`src/rtl/snd_pkg.sv`:
```
// Shared definitions for the sound-event sequencer: FSM encoding, sweep modes
// and a lowest-set-bit helper used for fixed-priority channel selection.
package snd_pkg;

  typedef logic [1:0] state_t;

  localparam logic [1:0] ST_IDLE = 2'd0;
  localparam logic [1:0] ST_LOAD = 2'd1;
  localparam logic [1:0] ST_PLAY = 2'd2;
  localparam logic [1:0] ST_GAP  = 2'd3;

  localparam logic [1:0] SWP_NONE = 2'b00;
  localparam logic [1:0] SWP_UP   = 2'b01;
  localparam logic [1:0] SWP_DOWN = 2'b10;

  // Lowest set index wins; callers zero-extend up to 16 channels.
  function automatic logic [3:0] lowest_set(input logic [15:0] v);
    lowest_set = 4'd0;
    for (int i = 15; i >= 0; i--) begin
      if (v[i]) lowest_set = 4'(i);
    end
  endfunction

endpackage

```
`src/rtl/snd_edge_queue.sv`:
```
// Rising-edge detector and one-shot pending queue for the event lines.
// A rise on an already-pending channel that is not being cleared reports a drop.
module snd_edge_queue
  import snd_pkg::*;
#(
  parameter int N = 4
) (
  input  logic         clk,
  input  logic         reset_n,
  input  logic [N-1:0] evt_in,
  input  logic [N-1:0] clr,
  output logic [N-1:0] pending,
  output logic [N-1:0] dropped
);

  logic [N-1:0] evt_q;
  logic [N-1:0] pend_q, pend_d;
  logic [N-1:0] drop_q, drop_d;
  logic [N-1:0] rise;

  always_comb begin
    rise   = evt_in & ~evt_q;
    // A set in the same cycle as a clear wins, and is not a drop.
    pend_d = (pend_q & ~clr) | rise;
    drop_d = rise & pend_q & ~clr;
  end

  always_ff @(posedge clk) begin
    if (!reset_n) begin
      evt_q  <= '0;
      pend_q <= '0;
      drop_q <= '0;
    end else begin
      evt_q  <= evt_in;
      pend_q <= pend_d;
      drop_q <= drop_d;
    end
  end

  assign pending = pend_q;
  assign dropped = drop_q;

endmodule

```
`src/rtl/snd_event_seq.sv`:
```
// Fixed-priority sound-event sequencer: IDLE -> LOAD -> PLAY -> GAP.
// Optional macro SND_PREEMPT_EN lets a higher-priority pending event abort PLAY.
module snd_event_seq
  import snd_pkg::*;
#(
  parameter int N_EVT     = 4,
  parameter int PER_W     = 16,
  parameter int DUR_W     = 24,
  parameter int GAP_CYC   = 4,
  parameter int SWEEP_DIV = 8,
  parameter int PER_MIN   = 16
) (
  input  logic                       clk,
  input  logic                       reset_n,
  input  logic [N_EVT-1:0]           evt_in,
  input  logic [N_EVT*PER_W-1:0]     cfg_period,
  input  logic [N_EVT*DUR_W-1:0]     cfg_dur,
  input  logic [N_EVT*2-1:0]         cfg_sweep,
  input  logic [PER_W-1:0]           sweep_step,
  output logic                       tone_en,
  output logic [PER_W-1:0]           tone_period,
  output logic                       tone_rst,
  output logic [$clog2(N_EVT)-1:0]   active_ch,
  output logic                       busy,
  output logic                       done,
  output logic [N_EVT-1:0]           dropped
);

  localparam int CH_W  = $clog2(N_EVT);
  localparam int GAP_W = $clog2(GAP_CYC + 1);
  localparam int DIV_W = $clog2(SWEEP_DIV + 1);
  localparam logic [PER_W-1:0] PMIN = PER_W'(PER_MIN);

  state_t            state_q, state_d;
  logic [CH_W-1:0]   ch_q, ch_d;
  logic [PER_W-1:0]  per_q, per_d;
  logic [DUR_W-1:0]  dur_q, dur_d;
  logic [1:0]        swp_q, swp_d;
  logic [DIV_W-1:0]  div_q, div_d;
  logic [GAP_W-1:0]  gap_q, gap_d;

  logic [N_EVT-1:0]  pending;
  logic [N_EVT-1:0]  clr;
  logic [3:0]        sel_idx;
  logic              preempt;
  logic              last_cyc;
  logic [DUR_W-1:0]  cfg_dur_sel;

  function automatic logic [PER_W-1:0] sat_up(input logic [PER_W-1:0] p,
                                              input logic [PER_W-1:0] s);
    logic [PER_W:0] sum;
    sum = {1'b0, p} + {1'b0, s};
    return sum[PER_W] ? '1 : sum[PER_W-1:0];
  endfunction

  // A period already under the floor is left alone rather than pulled up.
  function automatic logic [PER_W-1:0] sat_down(input logic [PER_W-1:0] p,
                                                input logic [PER_W-1:0] s);
    logic [PER_W:0] diff;
    if (p < PMIN) return p;
    diff = {1'b0, p} - {1'b0, s};
    if (diff[PER_W] || (diff[PER_W-1:0] < PMIN)) return PMIN;
    return diff[PER_W-1:0];
  endfunction

  snd_edge_queue #(.N(N_EVT)) u_queue (
    .clk     (clk),
    .reset_n (reset_n),
    .evt_in  (evt_in),
    .clr     (clr),
    .pending (pending),
    .dropped (dropped)
  );

  assign sel_idx     = lowest_set(16'(pending));
  assign cfg_dur_sel = cfg_dur[ch_q*DUR_W +: DUR_W];

`ifdef SND_PREEMPT_EN
  logic [N_EVT-1:0] hi_pri;
  always_comb begin
    hi_pri = '0;
    for (int i = 0; i < N_EVT; i++) begin
      hi_pri[i] = (CH_W'(i) < ch_q);
    end
  end
  assign preempt = |(pending & hi_pri);
`else
  assign preempt = 1'b0;
`endif

  assign last_cyc = (dur_q == DUR_W'(1));

  always_comb begin
    state_d = state_q;
    ch_d    = ch_q;
    per_d   = per_q;
    dur_d   = dur_q;
    swp_d   = swp_q;
    div_d   = div_q;
    gap_d   = gap_q;
    clr     = '0;
    case (state_q)
      ST_IDLE: begin
        if (|pending) begin
          ch_d    = sel_idx[CH_W-1:0];
          state_d = ST_LOAD;
        end
      end
      ST_LOAD: begin
        clr     = N_EVT'(1) << ch_q;
        per_d   = cfg_period[ch_q*PER_W +: PER_W];
        dur_d   = (cfg_dur_sel == '0) ? DUR_W'(1) : cfg_dur_sel;
        swp_d   = cfg_sweep[ch_q*2 +: 2];
        div_d   = '0;
        state_d = ST_PLAY;
      end
      ST_PLAY: begin
        if (preempt || last_cyc) begin
          state_d = ST_GAP;
          gap_d   = GAP_W'(GAP_CYC - 1);
        end else begin
          dur_d = dur_q - DUR_W'(1);
        end
        if (div_q == DIV_W'(SWEEP_DIV - 1)) begin
          div_d = '0;
          case (swp_q)
            SWP_UP:   per_d = sat_up(per_q, sweep_step);
            SWP_DOWN: per_d = sat_down(per_q, sweep_step);
            default:  per_d = per_q;
          endcase
        end else begin
          div_d = div_q + DIV_W'(1);
        end
      end
      default: begin
        if (gap_q == '0) state_d = ST_IDLE;
        else             gap_d   = gap_q - GAP_W'(1);
      end
    endcase
  end

  always_ff @(posedge clk) begin
    if (!reset_n) begin
      state_q <= ST_IDLE;
      ch_q    <= '0;
      per_q   <= '0;
      dur_q   <= '0;
      swp_q   <= SWP_NONE;
      div_q   <= '0;
      gap_q   <= '0;
    end else begin
      state_q <= state_d;
      ch_q    <= ch_d;
      per_q   <= per_d;
      dur_q   <= dur_d;
      swp_q   <= swp_d;
      div_q   <= div_d;
      gap_q   <= gap_d;
    end
  end

  assign tone_en     = (state_q == ST_PLAY);
  assign tone_rst    = (state_q == ST_GAP);
  assign busy        = (state_q != ST_IDLE);
  assign done        = (state_q == ST_PLAY) && last_cyc && !preempt;
  assign tone_period = per_q;
  assign active_ch   = ch_q;

endmodule

```
`config.mk`:
```
export PLATFORM = sky130hd
export DESIGN_NAME = snd_event_seq
export DESIGN_NICKNAME = d
export VERILOG_FILES = /design/src/rtl/snd_pkg.sv /design/src/rtl/snd_edge_queue.sv /design/src/rtl/snd_event_seq.sv
export SDC_FILE = /design/constraint.sdc
export NUM_CORES = 1
export LEC_CHECK = 0
export BUFFER_PORTS_ARGS = -buffer_cell sky130_fd_sc_hd__buf_2
export CAP_MARGIN = 20
export CELL_PAD_IN_SITES_DETAIL_PLACEMENT = 1
export CELL_PAD_IN_SITES_GLOBAL_PLACEMENT = 1
export CORE_MARGIN = 5
export CORE_UTILIZATION = 40
export CTS_CLUSTER_DIAMETER = 120
export DETAILED_ROUTE_END_ITERATION = 7
export GPL_TIMING_DRIVEN = 0
export PLACE_DENSITY_LB_ADDON = 0.1
export SKIP_LAST_GASP = 1
export SLEW_MARGIN = 5
export SYNTH_ARGS = -nofsm -noshare
export SYNTH_HDL_FRONTEND = slang
export SYNTH_SLANG_ARGS = --single-unit
```
`constraint.sdc`:
```
create_clock -name clk -period 8.3 [get_ports clk]
set_clock_uncertainty 0.15 [all_clocks]
set_input_delay 1.66 -clock clk [delete_from_list [all_inputs] [get_ports clk]]
set_output_delay 1.66 -clock clk [all_outputs]
set_load 0.02 [all_outputs]
```
# Yosys cells after proc, flatten, opt, wreduce, memory -nomap -nowiden
# Index checks and enable logic that the tools add are counted.
[op_classes]
add_sub_neg = 5
n_mul = 1
order_cmp = 2
n_eq_ne = 13
n_shift = 4
mux = 34
bitwise_logic = 8
reduce_logical = 15
[ops]
columns = ["op", "n"]
rows = [
  ["16-bit 2-to-1 mux", 6],
  ["96-bit by 8-bit variable part select with 24-bit output", 1],
  ["16-bit case mux with 2 select lines", 2],
  ["64-bit by 7-bit variable part select with 16-bit output", 1],
  ["24-bit 2-to-1 mux", 2],
  ["24-bit case mux with 2 select lines", 1],
  ["16-bit by 5-bit < comparator with 1-bit output (second input constant)", 2],
  ["24-bit by 1-bit == test with 1-bit output (second input constant)", 1],
  ["24-bit logical NOT", 1],
  ["24-bit by 1-bit subtractor with 24-bit output (second input constant)", 1],
  ["16-bit by 16-bit adder with 17-bit output", 1],
  ["16-bit by 16-bit subtractor with 17-bit output", 1],
  ["4-bit bitwise AND", 4],
  ["2-bit 2-to-1 mux", 7],
  ["1-bit 2-to-1 mux", 9],
  ["3-bit AND reduction", 3],
  ["4-bit 2-to-1 mux", 2],
  ["4-bit inverter", 2],
  ["4-bit case mux with 2 select lines", 1],
  ["8-bit by 4-bit variable part select with 2-bit output", 1],
  ["2-bit == test (second input constant)", 3],
  ["3-bit 2-to-1 mux", 2],
  ["2-bit != test (second input constant)", 3],
  ["2-bit case mux with 3 select lines", 1],
  ["20 further kinds", 24],
]
[totals]
reg_bits = 65
input_bits = 190
out_inout_bits = 26

# Longest topological paths before layout
# Gate-level depths: netlist of the first run.
[depth]
ltp_word = 14
ltp_mapped = 14
mapped_depth_nobuf = 13

# Modules after synthesis
# Synthesis of the first run repeated with hierarchy kept, for this count alone.
[hier_totals]
hier_cells = 807
hier_area_um2 = 6575.1
[by_module_without_submodules]
columns = ["module", "instances", "cells_each", "area_each_um2"]
rows = [
  ["snd_event_seq", 1, 774, 6190.9],
  ["snd_edge_queue", 1, 33, 384.1],
]

# Worst setup path before layout of the first run
# No wires, ideal clock.
[synth_path]
kind = "input -> register"
from = "in sweep_step[1]"
to = "reg per_q[5], in the netlist tone_period[5]"
arrival_ps = 4592
t_required_ps = 8025
setup_slack_ps = 3433
stages = 13
path_buffers = 1
cell_sequence = "inv_1 ha_1 nor2b_1 o2111ai_4 a21oi_2 or3_1 a211o_1 a311o_1 or4b_4 and2_4 buf_6 a2111oi_4 o31ai_1"
[synth_between]
elab_chain_cells = 13
elab_cells_between_ends = 16
classes_between = "add/sub: 2; order compare: 1; mux: 12; reduce/logical: 1"
[synth_rtl]
columns = ["element", "line_no", "source"]
rows = [
  ["start: declaration", "snd_event_seq.sv:19", "input logic [PER_W-1:0] sweep_step,"],
  ["16-bit by 16-bit subtractor with 17-bit output", "snd_event_seq.sv:61", "diff = {1'b0, p} - {1'b0, s};"],
  ["16-bit by 5-bit < comparator with 1-bit output", "snd_event_seq.sv:62", "if (diff[PER_W] || (diff[PER_W-1:0] < PMIN)) return PMIN;"],
  ["1-bit logical OR", "snd_event_seq.sv:62", ""],
  ["1-bit 2-to-1 mux", "snd_event_seq.sv:62", ""],
  ["1-bit 2-to-1 mux", "snd_event_seq.sv:61", ""],
  ["1-bit 2-to-1 mux", "snd_event_seq.sv:126", "case (swp_q)"],
  ["1-bit 2-to-1 mux", "snd_event_seq.sv:124", "if (div_q == DIV_W'(SWEEP_DIV - 1)) begin"],
  ["1-bit 2-to-1 mux", "snd_event_seq.sv:102", "case (state_q)"],
  ["16-bit 2-to-1 mux", "snd_event_seq.sv:63", "return diff[PER_W-1:0];"],
  ["16-bit 2-to-1 mux", "snd_event_seq.sv:61", ""],
  ["16-bit case mux with 2 select lines *", "snd_event_seq.sv:126", ""],
  ["16-bit 2-to-1 mux *", "snd_event_seq.sv:124", ""],
  ["16-bit case mux with 2 select lines *", "snd_event_seq.sv:102", ""],
  ["end signal: assignment", "snd_event_seq.sv:154", "per_q <= per_d;"],
  ["end: declaration", "snd_event_seq.sv:36", "logic [PER_W-1:0] per_q, per_d;"],
]
# Every way passes the cells marked *; elsewhere a longest branch is shown, timed or not. The select of a mux whose other input is x is not followed.
# A chain may end at the register's enable or synchronous reset.

# Final worst setup path of the first run
# Ends and elaborated chain as after synthesis.

==> results.cfg, run 1 <==
[logic_synthesis]
yosysWarnings = 0
ys_seq_area_frac = 0.205
synthTopCellsByArea = dfxtp_1 20%, mux4_2 15%, ha_1 8.1%
synth_cell_types = 68
synthesis.area_um2 = 6350
yosysTopAreaCell = dfxtp_1
synthFlopType = dfxtp_1
yosys.area.top_type_share = 0.205
synth_async_sr_flop_share = 0
synth_edf_count = 0
syn_avg_cell_area_um2 = 7.95
syn_nets = 1032
synthCells = 799
ys_ff_latch = 65

[worst_hold_path]
hp-start = gap_q[0]$_SDFFE_PN0P_
hold_class = reg2reg
hold_end = gap_q[0]$_SDFFE_PN0P_
hold_depth = 1

[routing]
drc = 0
via_per_inst = 5.83
routedLengthMet1_um = 10600
wl_met2_um = 13800
top_layer = met4
drtPass1Iterations = 5
routed_wl_um = 26600
wl_met3_um = 1160
drtAntennaViolNets = 0
vias = 7265
wire_per_inst_um = 21.3
dr.first_iter.drc_count = 471

[worst_setup_path]
reg2reg_setup_slack_ns = 4.19
r2r-start = tone_period[6]$_SDFFE_PN0P_
critPathKind = in2reg
start_kind = input port
crit_fanout = 10
cp.required_ns = 8.37
arrival_ns = 5.18
worstRegToRegCells = 12
r2r_end = tone_period[5]$_SDFFE_PN0P_
crit_path_start = sweep_step[1]
crit_path_end_kind = register

[floorplan]
die_x_um = 136
num_rows = 46
boundaryPins = 216
start_util = 0.404
coreArea_um2 = 15700
fp.dieH_um = 136
die-area_um2 = 18500

[clock_tree]
cts-resized-gates = 0
cts_setup_buffers = 0
clock_sinks = 65
clock-root-buffer = clkbuf_16
cts_tree = done
clock_latency_ns = 0.35
clk_pin_slew_worst_paths_ns = 0.06
ctsLongestPathBuffers = 2
ctsHoldBuffers = 0
cts_buffers = 9
htreeDepth = 3

[place]
dp_slack_ns = 2.89
hpwl_um = 21700
port_buffers = 215
placed_cells = 1230
gp_congestion = 0.890
place_area_um2 = 7700

[final_layout]
finalCoreUtilization = 0.513
final_cells = 1247
drive_above_1_share = 0.289
nFillCells = 2030
multiInputGateArea_um2 = 4640
area_growth_pct = 26.8
register_area_um2 = 1300
fin_area_um2 = 8060
nNetsFinal = 1258

[global_route]
grt_max_degree = 12
overflow = 0
track_usage = 0.283
antenna_found_initial = 1
grt_pass1_vias = 7712
grt_pass1_wl_um = 40700

[timing]
fin_crit_ns = 5.10
maxSlewHeadroom = 0.327
slew_viol_final = 0
rsz0062_at_grt = false
worstMarginPinSlew_ns = 1.00
final_hold_viol_count = 0
period_share = 0.615
timing.fmax_mhz = 196
layout_setup_ws_ns = 3.20
setup_tns_ns = 0
finalSetupViolCount = 0
fin_hold_ws_ns = 0.325

[power_and_ir_drop]
irDropWorstVdd_mv = 0.117
leakagePower_nw = 3.41
power.density_nw_per_um2 = 319
finalPower_mw = 2.57

[outcome]
status = finished, final reports clean

[job]
drv_cap = 0
## worst max-delay path by stage
| stage | end | slack [ns] | cells past startpoint |
|---|---|---|---|
| after floorplan | tone_period[5]$_SDFFE_PN0P_ | 3.43 | 13 |
| after global placement | tone_period[5]$_SDFFE_PN0P_ | 2.95 | 14 |
| after detailed placement | tone_period[5]$_SDFFE_PN0P_ | 2.89 | 14 |
| after CTS | tone_period[5]$_SDFFE_PN0P_ | 3.23 | 14 |
| after global routing | tone_period[6]$_SDFFE_PN0P_ | 3.06 | 15 |
| final | tone_period[5]$_SDFFE_PN0P_ | 3.20 | 14 |
## final cells by class
cell class                 instances  area share
tap                              216      0.0335
buffer                            52      0.0266
sequential                        65       0.162
multi-input combinational        630       0.576
timing repair buffer             215       0.134
antenna                            1    0.000311
inverter                          52      0.0242
clock buffer                      12      0.0318
clock inverter                     4      0.0123
## Yosys cell counts, types with 4 or more instances
library cell,number
nor2_1,80
nand2_1,73
a21oi_1,69
dfxtp_1,65
o21ai_0,56
inv_1,52
mux4_2,42
ha_1,41
clkbuf_1,40
nor3_1,27
nor4_1,21
a211oi_1,15
nand2b_1,15
nand3_1,15
xnor2_1,14
a31oi_1,13
and2_1,10
a21o_1,9
o211ai_1,9
or3_1,9
o22ai_1,8
nor2b_1,7
buf_2,6
nand4_1,6
a22oi_1,5
and3_1,5
o21bai_1,5
o31ai_1,5
xor2_1,5
a221o_1,4
buf_1,4
mux2i_1,4
o21a_1,4
o21ai_1,4
## cells in the final DEF, fill, tap and decap left out, drive strengths merged, types with 10 or more instances in the layout
master and instances:
nor3 27, o211ai 10, dfxtp 65, nand3 15, nand2b 15, clkbuf 52
nor4 21, a21oi 72, ha 41, mux4 42, nand2 73, and2 12
xnor2 14, buf 227, nor2 80, a211oi 15, a31oi 13, inv 52
o21ai 60
## worst max-delay path, cell delays in order
cell and delay (ns):
buf_2 0.13, inv_1 0.09, ha_1 0.31, nor2b_1 0.18, o2111ai_4 0.27, a21oi_1 0.18, o211ai_1 0.48, o21ai_0 0.22
xnor2_1 0.32, or4b_4 0.55, and2_4 0.19, buf_6 0.14, a2111oi_4 0.34, o31ai_1 0.12
## state kept, by name, indices dropped and copies added (netlist names)
signal / cells
active_ch: 2
div_q: 4
dur_q: 24
gap_q: 3
state_q: 2
swp_q: 2
tone_period: 16
u_queue.dropped: 4
u_queue.evt_q: 4
u_queue.pending: 4
## power breakdown
group          internal, mW  switching [mW]
combinational         0.605           0.989
sequential            0.403           0.112
clock                 0.311           0.152
total                  1.32            1.25
## layer usage
layer  vias up  GRT usage
met1      3576      0.319
met3        58     0.0411
li1       3402          -
met2       229      0.527
met4         0      0.123
met5         -          0
## logic make-up after synthesis
family	synth area share
AOI/OAI and AO/OA	0.247
xor gates and xnor gates	0.0262
adders and majority gates	0.0871
buffers and inverters	0.0644
DFF	0.205
muxes	0.159
and+or+nand+nor	0.212
No activity file was read; power rests on OpenSTA's default activity.
==> run 2, diff against run 1 <==
Settings changed: CORE_UTILIZATION 40 to 37.
Clock period 8.3 ns to 5.2 ns, I/O delays scaled along.
==> results.cfg, run 2 (synthesis results as in run 1) <==
[floorplan]
num_rows = 48
die-area_um2 = 19900
boundaryPins = 216
start_util = 0.372
fp.dieH_um = 141
coreArea_um2 = 17100
die_x_um = 141

[power_and_ir_drop]
power.density_nw_per_um2 = 504
leakagePower_nw = 3.40
irDropWorstVdd_mv = 0.217

[worst_setup_path]
cp.depth = 14
crit_family = compound AO/OA/AOI/OAI gates
cp.required_ns = 5.27
start_kind = input port
arrival_ns = 4.56
path_buf_inv = 3
crit_fanout = 10
slowest_stage = or4b_4
worstRegToRegCells = 12
critPathKind = in2reg
slowest_delay_ns = 0.55
crit_path_end_kind = register
crit_chain = buf_2, inv_1, ha_1, a21oi_1, o21ai_1, or3_1, o211ai_1, o21ai_0, xnor2_1, or4b_4, and2_4, buf_6, a2111oi_4, o31ai_1

[final_layout]
nNetsFinal = 1258
finalCoreUtilization = 0.473
drive_above_1_share = 0.290
mostFrequentLayoutCells = 221 x buf_2, 80 x nor2_1, 73 x nand2_1
nFillCells = 2166
largest_reg_flops = 24
largest_register = dur_q
area_growth_pct = 26.9
final_common_cell = buf_2
fin_area_um2 = 8060
antenna_cells = 0

[global_route]
track_usage = 0.261
overflow = 0
grt_pass1_vias = 7616
grt_max_degree = 13
antenna_found_initial = 0
grt_pass1_wl_um = 40900

[routing]
wire_per_inst_um = 20.8
via_per_inst = 5.68
vias = 7134
drc = 0
drtPass1Iterations = 5
drtAntennaViolNets = 0
routed_wl_um = 26100
dr.first_iter.drc_count = 345

[timing]
period_share = 0.864
final_hold_viol_count = 0
timing.fmax_mhz = 223
maxSlewHeadroom = 0.324
slew_viol_final = 0
worstMarginPinSlew_ns = 1.01
finalSetupViolCount = 0
fin_crit_ns = 4.49
rsz0062_at_grt = false
layout_setup_ws_ns = 0.709
setup_tns_ns = 0

[clock_tree]
clock_sinks = 65
clk_pin_slew_worst_paths_ns = 0.06
clock_latency_ns = 0.33
cts_setup_buffers = 0
cts-resized-gates = 0
htreeDepth = 3
cts_buffers = 9
cts_tree = done
clock-root-buffer = clkbuf_16
ctsLongestPathBuffers = 2
ctsHoldBuffers = 0

[place]
place_area_um2 = 7710
gp_congestion = 0.910
hpwl_um = 21600
dp_slack_ns = 0.424
port_buffers = 215

[worst_hold_path]
hold_depth = 1
hold_class = reg2reg

[outcome]
status = finished, final reports clean

[job]
drv_cap = 0
run 2: cell types whose count changed in the layout (fill, tap and decap cells not counted):
cell | before | now
diode_2 | 1 | 0
clkbuf_8 | 2 | 1
inv_6 | 0 | 1
clkbuf_1 | 41 | 40
clkinv_4 | 1 | 0
clkinvlp_4 | 0 | 2
run 2: metrics by stage:
stage / power (mW) / hold WS [ns] / cells
floorplan: 2.57 / 0.281 / 799
global placement: 3.30 / 0.303 / 1239
detailed placement: 3.33 / 0.310 / 1239
CTS: 4.07 / 0.321 / 1255
global route: 4.37 / 0.344 / 1255
finish: 4.06 / 0.321 / 1255
run 2: worst reg2reg max path, cell delays in order (launching register included):
cell	delay (ns)
dfxtp_1	0.48
ha_1	0.32
a21oi_1	0.28
o21ai_1	0.16
or3_1	0.32
o211ai_1	0.44
o21ai_0	0.23
xnor2_1	0.33
or4b_4	0.55
and2_4	0.18
buf_6	0.14
a2111oi_4	0.34
o31ai_1	0.10
run 2: cell type report:
cell class | instances | area (um^2) | share of cell area
flip-flops and latches | 65 | 1300 | 0.161
clock inverters | 6 | 114 | 0.0141
inverters | 52 | 195 | 0.0242
well taps | 225 | 282 | 0.0349
repair buffers | 215 | 1080 | 0.133
plain buffers | 52 | 214 | 0.0265
clock buffers | 10 | 239 | 0.0296
multi-input cells | 630 | 4640 | 0.576
run 2: path summary, 6_finish.rpt:
check | from | end | slack [ns]
worst min-delay path | gap_q[0]$_SDFFE_PN0P_ | gap_q[0]$_SDFFE_PN0P_ | 0.32
worst min register to register | gap_q[0]$_SDFFE_PN0P_ | gap_q[0]$_SDFFE_PN0P_ | 0.32
worst max-delay path | sweep_step[6] | tone_period[5]$_SDFFE_PN0P_ | 0.71
worst max register to register | tone_period[6]$_SDFFE_PN0P_ | tone_period[5]$_SDFFE_PN0P_ | 1.05
run 2: metal layers:
layer / GRT usage / share of wire
met1: 0.300 / 0.40
met5: 0 / 0
met3: 0.0393 / 0.050
met2: 0.481 / 0.52
met4: 0.106 / 0.033
run 2: report_power, final:
| part | leakage (nW) | total [mW] | internal [mW] | switching [mW] |
|---|---|---|---|---|
| clock network | 0.165 | 0.724 | 0.483 | 0.241 |
| logic | 2.70 | 2.52 | 0.966 | 1.55 |
| registers | 0.534 | 0.819 | 0.643 | 0.176 |
==> run 3, diff against run 2 <==
==> constraint.sdc (replaced) <==
create_clock -name clk -period 5.2 [get_ports clk]
set_clock_uncertainty 0.15 [all_clocks]
set_input_delay 0 -clock clk [delete_from_list [all_inputs] [get_ports clk]]
set_output_delay 0 -clock clk [all_outputs]
set_load 0.02 [all_outputs]
==> results.cfg, run 3 (synthesis results as in run 1) <==
[outcome]
status = finished, final reports clean

[clock_tree]
clock-root-buffer = clkbuf_16
htreeDepth = 3
cts-resized-gates = 0
clock_sinks = 65
clk_pin_slew_worst_paths_ns = 0.06
ctsHoldBuffers = 8
cts_tree = done
cts_buffers = 9
ctsLongestPathBuffers = 2
clock_latency_ns = 0.34
cts_setup_buffers = 0

[worst_setup_path]
critPathKind = reg2reg
crit_path_start = tone_period[6]$_SDFFE_PN0P_
worstRegToRegCells = 12
crit_end = tone_period[5]$_SDFFE_PN0P_
arrival_ns = 4.22
r2r_end = tone_period[5]$_SDFFE_PN0P_
r2r-start = tone_period[6]$_SDFFE_PN0P_
crit_path_end_kind = register
cp.required_ns = 5.27
start_kind = register
reg2reg_setup_slack_ns = 1.04
crit_fanout = 10

[global_route]
overflow = 0
grtUsageMet2 = 0.486
grt_max_degree = 13
grt_pass1_wl_um = 41200
grt_pass1_vias = 7688
grt_use_met1 = 0.301
grtUsageMet3 = 0.0397
antenna_found_initial = 0
track_usage = 0.263
busiest_layer = met2

[power_and_ir_drop]
p_sw_mw = 1.98
power.density_nw_per_um2 = 501
leakagePower_nw = 3.44
p_clk_frac = 0.178
switching_share = 0.485
irDropWorstVdd_mv = 0.219
power.internal_mw = 2.10
p_seq_frac = 0.201
pwr-share-comb = 0.621

[final_layout]
largest_register = dur_q
antenna_cells = 0
final_cells = 1263
finalCoreUtilization = 0.477
nFillCells = 2170
largest_reg_flops = 24
final_common_cell = buf_2
mostFrequentLayoutCells = 221 x buf_2, 80 x nor2_1, 73 x nand2_1
nNetsFinal = 1266
fin_area_um2 = 8140
area_growth_pct = 28.2
drive_above_1_share = 0.288

[worst_hold_path]
hp-start = cfg_sweep[0]
hold_depth = 4
hold_class = in2reg

[timing]
finalSetupViolCount = 0
period_share = 0.800
fin_hold_ws_ns = 0.00245
maxSlewHeadroom = 0.320
fin_crit_ns = 4.16
setup_tns_ns = 0
timing.fmax_mhz = 241
rsz0062_at_grt = false
worstMarginPinSlew_ns = 1.01
slew_viol_final = 0
final_hold_viol_count = 0

[floorplan]
num_rows = 48
boundaryPins = 216
die-area_um2 = 19900
fp.dieH_um = 141
die_x_um = 141
coreArea_um2 = 17100
start_util = 0.372

[routing]
via_per_inst = 5.69
drtPass1Iterations = 5
vias = 7182
drtAntennaViolNets = 0
routed_wl_um = 26300
wire_per_inst_um = 20.8
dr.first_iter.drc_count = 357
drc = 0

[place]
placed_cells = 1239
port_buffers = 215
gp_congestion = 0.910
hpwl_um = 21600
place_area_um2 = 7710

[job]
drv_cap = 0
run 3: layout make-up:
class                           count  area, um^2  area share
Inverter                           52         195      0.0240
Multi-Input combinational cell    630        4640       0.570
Buffer                             52         214      0.0263
Tap cell                          225         282      0.0346
Timing Repair Buffer              223        1160       0.142
Clock buffer                       10         239      0.0293
Sequential cell                    65        1300       0.160
Clock inverter                      6         114      0.0140
run 3: power groups by stage:
stage / Clock, mW / Sequential [mW] / Combinational [mW]
floorplan: 0 / 0.832 / 1.74
global placement: 0 / 0.823 / 2.47
detailed placement: 0 / 0.825 / 2.51
CTS: 0.732 / 0.816 / 2.53
global route: 0.756 / 0.845 / 2.79
finish: 0.728 / 0.820 / 2.53
run 3: metrics by stage:
step | setup slack (ns) | power (mW)
floorplan | 1.51 | 2.57
global placement | 1.15 | 3.30
detailed placement | 1.15 | 3.33
CTS | 0.945 | 4.08
global route | 0.715 | 4.39
finish | 1.04 | 4.08
run 3: worst min path at each step:
stage | endpoint | slack (ns)
2_1_floorplan | u_queue.evt_q[0]$_SDFF_PN0_ | -0.03
3_3_place_gp | u_queue.evt_q[3]$_SDFF_PN0_ | 0.07
3_5_place_dp | u_queue.evt_q[2]$_SDFF_PN0_ | 0.07
4_1_cts | swp_q[0]$_SDFFE_PN0P_ | 0.004
5_1_grt | tone_period[11]$_SDFFE_PN0P_ | 0.03
6_report | swp_q[0]$_SDFFE_PN0P_ | 0.002
run 3: routing by layer:
layer	wire [um]	vias to the layer above
li1	-	3424
met5	0	-
met3	1230	50
met4	930	0
met1	10500	3473
met2	13600	235
run 3: critical path, stage by stage, from the launching register on:
cell,delay [ns]
dfxtp_1,0.49
ha_1,0.32
a21oi_1,0.27
o21ai_1,0.16
or3_1,0.32
o211ai_1,0.44
o21ai_0,0.23
xnor2_1,0.33
or4b_4,0.55
and2_4,0.18
buf_6,0.14
a2111oi_4,0.34
o31ai_1,0.11
